$ cat config.mk
export PLATFORM = sky130hd
export DESIGN_NAME = iom_bus_slave
export DESIGN_NICKNAME = d
export VERILOG_FILES = /design/src/rtl/iom_bus_slave.sv
export SDC_FILE = /design/constraint.sdc
export NUM_CORES = 2
export LEC_CHECK = 0
export CELL_PAD_IN_SITES_DETAIL_PLACEMENT = 1
export CELL_PAD_IN_SITES_GLOBAL_PLACEMENT = 1
export CORE_ASPECT_RATIO = 1.25
export CORE_UTILIZATION = 40
export CTS_CLUSTER_DIAMETER = 60
export DETAILED_ROUTE_END_ITERATION = 16
export HOLD_SLACK_MARGIN = 0.1
export PLACE_DENSITY_LB_ADDON = 0.1
export SLEW_MARGIN = 20
export SYNTH_ARGS = -nofsm -noshare
export SYNTH_HDL_FRONTEND = slang
export SYNTH_SLANG_ARGS = --single-unit
$ cat constraint.sdc
create_clock -name CLK -period 3.9 [get_ports CLK]
set_clock_uncertainty 0.15 [all_clocks]
set_input_delay 0.39 -clock CLK [delete_from_list [all_inputs] [get_ports CLK]]
set_output_delay 0.39 -clock CLK [all_outputs]
set_load 0.02 [all_outputs]
$ cat src/rtl/iom_bus_slave.sv
// rtl/iom_bus_slave.sv - 8088 minimum-mode IOM bus slave with decoded window, wait states and byte RAM
// Optional write protection (WP/WP_HIT ports) is enabled by defining IOM_WRITE_PROTECT_EN.
module iom_bus_slave #(
  parameter logic [19:0] BASE_ADDR   = 20'h00000,
  parameter int          DEPTH       = 256,
  parameter int          IO_SPACE    = 0,
  parameter int          WAIT_STATES = 0
) (
  input  logic        CLK,
  input  logic        RESET,
  input  logic        ALE,
  input  logic        IOM,
  input  logic        RD,
  input  logic        WR,
  input  logic [11:0] A,
  input  logic [7:0]  AD_IN,
  output logic [7:0]  AD_OUT,
  output logic        AD_OE,
  output logic        READY
`ifdef IOM_WRITE_PROTECT_EN
  ,
  input  logic        WP,
  output logic        WP_HIT
`endif
);

  localparam int          AW       = $clog2(DEPTH);
  localparam logic [3:0]  WS       = 4'(WAIT_STATES);
  localparam logic [19:0] MASK_MEM = ~(20'(DEPTH - 1));
  // I/O space only decodes the low 16 address bits
  localparam logic [19:0] MASK     = (IO_SPACE != 0) ? (MASK_MEM & 20'h0FFFF) : MASK_MEM;

  typedef enum logic [2:0] {S_IDLE, S_LATCH, S_WAIT, S_XFER, S_DONE} state_t;

  state_t        r_state;
  logic [19:0]   r_addr;
  logic          r_io;
  logic [3:0]    r_cnt;
  logic          r_rd;
  logic [7:0]    r_mem [DEPTH];

  logic          w_sel;
  logic          w_rd_lo;
  logic          w_wr_lo;
  logic          w_both;
  logic          w_strobe_on;
  logic          w_commit;
  logic          w_block;
  logic          w_we;
  logic [AW-1:0] w_off;

  assign w_rd_lo     = !RD;
  assign w_wr_lo     = !WR;
  assign w_both      = w_rd_lo && w_wr_lo;
  assign w_sel       = (r_io == (IO_SPACE != 0)) && (((r_addr ^ BASE_ADDR) & MASK) == 20'h0);
  assign w_off       = r_addr[AW-1:0];
  assign w_strobe_on = r_rd ? w_rd_lo : w_wr_lo;

  // Write lands on the WAIT->XFER edge; mirrors the FSM's WAIT branch priority exactly
  assign w_commit = (r_state == S_WAIT) && !ALE && !w_both && w_strobe_on &&
                    (r_cnt == 4'd0) && !r_rd;

`ifdef IOM_WRITE_PROTECT_EN
  assign w_block = WP;
`else
  assign w_block = 1'b0;
`endif

  assign w_we  = w_commit && !w_block;
  assign READY = !((r_state == S_WAIT) && (r_cnt != 4'd0));

  always_ff @(posedge CLK) begin
    if (w_we) r_mem[w_off] <= AD_IN;
  end

  always_ff @(posedge CLK or negedge RESET) begin
    if (!RESET) begin
      r_state <= S_IDLE;
      r_addr  <= 20'h0;
      r_io    <= 1'b0;
      r_cnt   <= 4'd0;
      r_rd    <= 1'b0;
      AD_OUT  <= 8'h00;
      AD_OE   <= 1'b0;
`ifdef IOM_WRITE_PROTECT_EN
      WP_HIT  <= 1'b0;
`endif
    end else begin
`ifdef IOM_WRITE_PROTECT_EN
      WP_HIT <= 1'b0;
`endif
      if (ALE) begin
        // A new address phase always wins, aborting whatever cycle was in flight
        r_addr  <= {A, AD_IN};
        r_io    <= IOM;
        r_cnt   <= 4'd0;
        AD_OE   <= 1'b0;
        r_state <= S_LATCH;
      end else begin
        case (r_state)
          S_IDLE: r_state <= S_IDLE;
          S_LATCH: begin
            if (!w_sel) begin
              r_state <= S_IDLE;
            end else if (w_both) begin
              r_state <= S_DONE;
            end else if (w_rd_lo || w_wr_lo) begin
              r_rd    <= w_rd_lo;
              r_cnt   <= WS;
              r_state <= S_WAIT;
            end
          end
          S_WAIT: begin
            if (w_both) begin
              r_cnt   <= 4'd0;
              r_state <= S_DONE;
            end else if (!w_strobe_on) begin
              r_cnt   <= 4'd0;
              r_state <= S_IDLE;
            end else if (r_cnt != 4'd0) begin
              r_cnt <= r_cnt - 4'd1;
            end else begin
              r_state <= S_XFER;
`ifdef IOM_WRITE_PROTECT_EN
              WP_HIT <= !r_rd && WP;
`endif
            end
          end
          S_XFER: begin
            if (r_rd) begin
              AD_OUT <= r_mem[w_off];
              AD_OE  <= 1'b1;
            end
            r_state <= S_DONE;
          end
          S_DONE: begin
            if (RD && WR) begin
              AD_OE   <= 1'b0;
              r_state <= S_IDLE;
            end
          end
          default: r_state <= S_IDLE;
        endcase
      end
    end
  end

endmodule

==> impl_metrics.tcl <==
set metrics [dict create \
    ys_top_cells_by_count "edfxtp_1 (2048), mux4_2 (473), nor2_1 (289)" \
    setup_viol 0 \
    synth_area_leader_cell "edfxtp_1" \
    rows 184 \
    end_kind "register" \
    synth.distinct_cells 60 \
    rsz0062_at_grt "no" \
    cts_buffers 205 \
    finalCritPeriodShare_pct 96.0 \
    hold_ws_ns 0.207 \
    first_iter_violations 3371 \
    nFillCells 18200 \
    clk_pin_slew_worst_paths_ns 0.06 \
    clockBufferDepth 3 \
    seq_area_frac_synth_pct 76.8 \
    place_hpwl_um 142000 \
    synth_enable_flop_cells 2048 \
    maxCapViolCount 0 \
    ant_nets 0 \
    nNetsFinal 4402 \
    io_buffer_count 35 \
    dpl_cell_area_mm2 0.0883 \
    crit_type "register to register" \
    reg2reg_to "AD_OUT[0]" \
    status "completed" \
    die_h_um 506 \
    multi_input_area_mm2 0.0176 \
    synth_area_leaders "edfxtp_1 (76%), mux4_2 (13%), mux2i_1 (2.7%)" \
    synth.most_common_cell "edfxtp_1" \
    start_util_pct 40.4 \
    worstReg2RegStart "r_addr[3]" \
    syn2layout_area_growth_pct 17.4 \
    irDropWorstVdd_mv 0.342 \
    drc_errors 0 \
    dieArea_mm2 0.205 \
    cts_tree "built" \
    slew_violations 0 \
    dieWidth_um 405 \
    holdPathStages 3 \
    postCtsSetupBuffers 0 \
    synth_area_mm2 0.0813 \
    yosys.area.top_type_share_pct 75.7 \
    synthFlopType "edfxtp_1" \
    syn-num-nets 3864 \
    clock_latency_ns 0.84 \
    post-route-util_pct 47.4 \
    holdCritPathClass "primary input to register" \
    crit_path_max_fanout 32 \
    min_period_ns 3.74 \
    max_freq_ghz 0.267 \
    power_leakage_nw 30.7 \
    gp_congestion 0.785 \
    synth-seq-cells 2086 \
    grtUsageTotal_pct 21.9 \
    regArea_mm2 0.0625 \
    hold_start "WR" \
    async_flop_share_pct 1.82 \
    final_area_mm2 0.0954 \
    drive_gt1_share_pct 29.6 \
    powerDensity_mw_per_mm2 513 \
    ios 36 \
    tightest_slew_ns 1.09 \
    syn_inst 3836 \
    maxSlewHeadroom_pct 26.8 \
    totalWireLength_um 223000 \
    r2r_cells 11 \
    start_kind "register" \
    core_area_mm2 0.201 \
    cp_data_required_time_ns 4.47 \
    wire_per_inst_um 30.8 \
    htree_levels 4 \
    synth.avg_cell_area_um2 21.2 \
    clockRootBuffer "clkbuf_16" \
    regToRegSetupSlack_ns 0.16 \
    min_delay_worst_endpoint "r_rd" \
    antenna_found_initial 8 \
    yosysWarnings 0 \
    grt_pass1_vias 42600 \
    cts_num_sinks 2086 \
    vias 40100 \
    crit_arrival_ns 4.31 \
    critPathLaunch "r_addr[3]" \
    grt_max_degree 116 \
    firstDrtPassIters 5 \
    grt_pass1_wl_um 319000 \
    final-hold-violation-count 0 \
    gr-total-overflow 0 \
    vias_per_cell 5.54 \
]
## kinds of logic (layout without fill, tap and decap cells)
kind of cell | after synthesis | count (layout) | synth area share, %
DFF | 2086 | 2086 | 76.8
xor gates and xnor gates | 2 | 2 | 0.0216
buffers and inverters | 236 | 947 | 1.64
other | 0 | 6 | 0
AOI/OAI and AO/OA | 285 | 285 | 2.46
muxes | 729 | 729 | 16.4
adders and majority gates | 2 | 2 | 0.0308
and+or+nand+nor | 496 | 496 | 2.58
## how the worst max path moves through the flow
stage / endpoint / slack [ns] / depth (start not counted)
floorplan: r_mem[186][0] / 0.96 / 8
global route: AD_OUT[0] / 0.07 / 11
finish: AD_OUT[0] / 0.16 / 11
global placement: r_mem[88][1] / -0.04 / 9
CTS: AD_OUT[0] / 0.14 / 11
detailed placement: r_mem[110][3] / -0.01 / 9
## critical path, stage by stage, from the launching register on
cell	delay (ns)
dfrtp_4	0.69
buf_12	0.29
buf_4	0.24
buf_4	0.18
mux4_2	0.33
mux2i_1	0.22
a221oi_1	0.13
a221oi_1	0.75
buf_4	0.25
nor4_1	0.04
buf_4	0.16
o22a_1	0.15
## cells in the final DEF, fill, tap and decap left out, types with 32 or more instances in the layout
cell type     n
dfrtp_1      33
nand3_1      52
mux2i_1     221
a22oi_1      95
edfxtp_1   2048
clkbuf_16   208
clkbuf_1     38
nor2_1      288
o22ai_1      40
clkinv_2     32
buf_12       53
mux4_2      473
buf_4       450
clkinv_1     42
nand2_1      79
o21ai_0      35
## through the flow
stage               setup TNS [ns]  setup slack (ns)  total power (W)  cells
floorplan                        0             0.955           0.0273   3836
global placement            -0.648           -0.0411           0.0292   6839
detailed placement         -0.0668           -0.0113           0.0292   6839
CTS                              0             0.136           0.0495   7244
global route                     0            0.0681           0.0503   7245
finish                           0             0.157           0.0490   7250
## layout make-up
type / instances / area share [%]
Sequential cell: 2086 / 65.5
Multi-Input combinational cell: 1514 / 18.4
Clock buffer: 253 / 5.71
Timing Repair Buffer: 563 / 5.31
Tap cell: 2697 / 3.54
Clock inverter: 127 / 1.50
Inverter: 4 / 0.0184
Antenna cell: 6 / 0.0157
## sequential cells by signal (all words and copies together) (netlist names)
name,cells
r_addr,20
r_mem,2048
r_cnt,4
AD_OE,1
AD_OUT,8
r_state,3
r_rd,1
r_io,1
## what timing repair did
action | CTS | global route
hold endpoints to repair | 721 | 0
hold buffers | 25 | 0
gates resized for setup | 0 | 0
## power breakdown
group          total [W]  internal [W]  switching [W]
clock             0.0203        0.0117        0.00854
sequential        0.0247        0.0246      0.0000514
combinational    0.00401       0.00157        0.00244
total             0.0490        0.0379         0.0110
## per-layer routing
| metal | vias to the layer above | global-route usage, % | share of wire [%] | wire length [µm] |
|---|---|---|---|---|
| met5 | - | 0 | 0.018 | 40 |
| met4 | 6 | 6.88 | 3.0 | 6650 |
| met3 | 330 | 4.06 | 4.9 | 10800 |
| met2 | 946 | 36.4 | 50 | 111000 |
| met1 | 21800 | 29.2 | 42 | 94700 |
| li1 | 17100 | - | - | - |
Power figures use the tool's default switching activity.
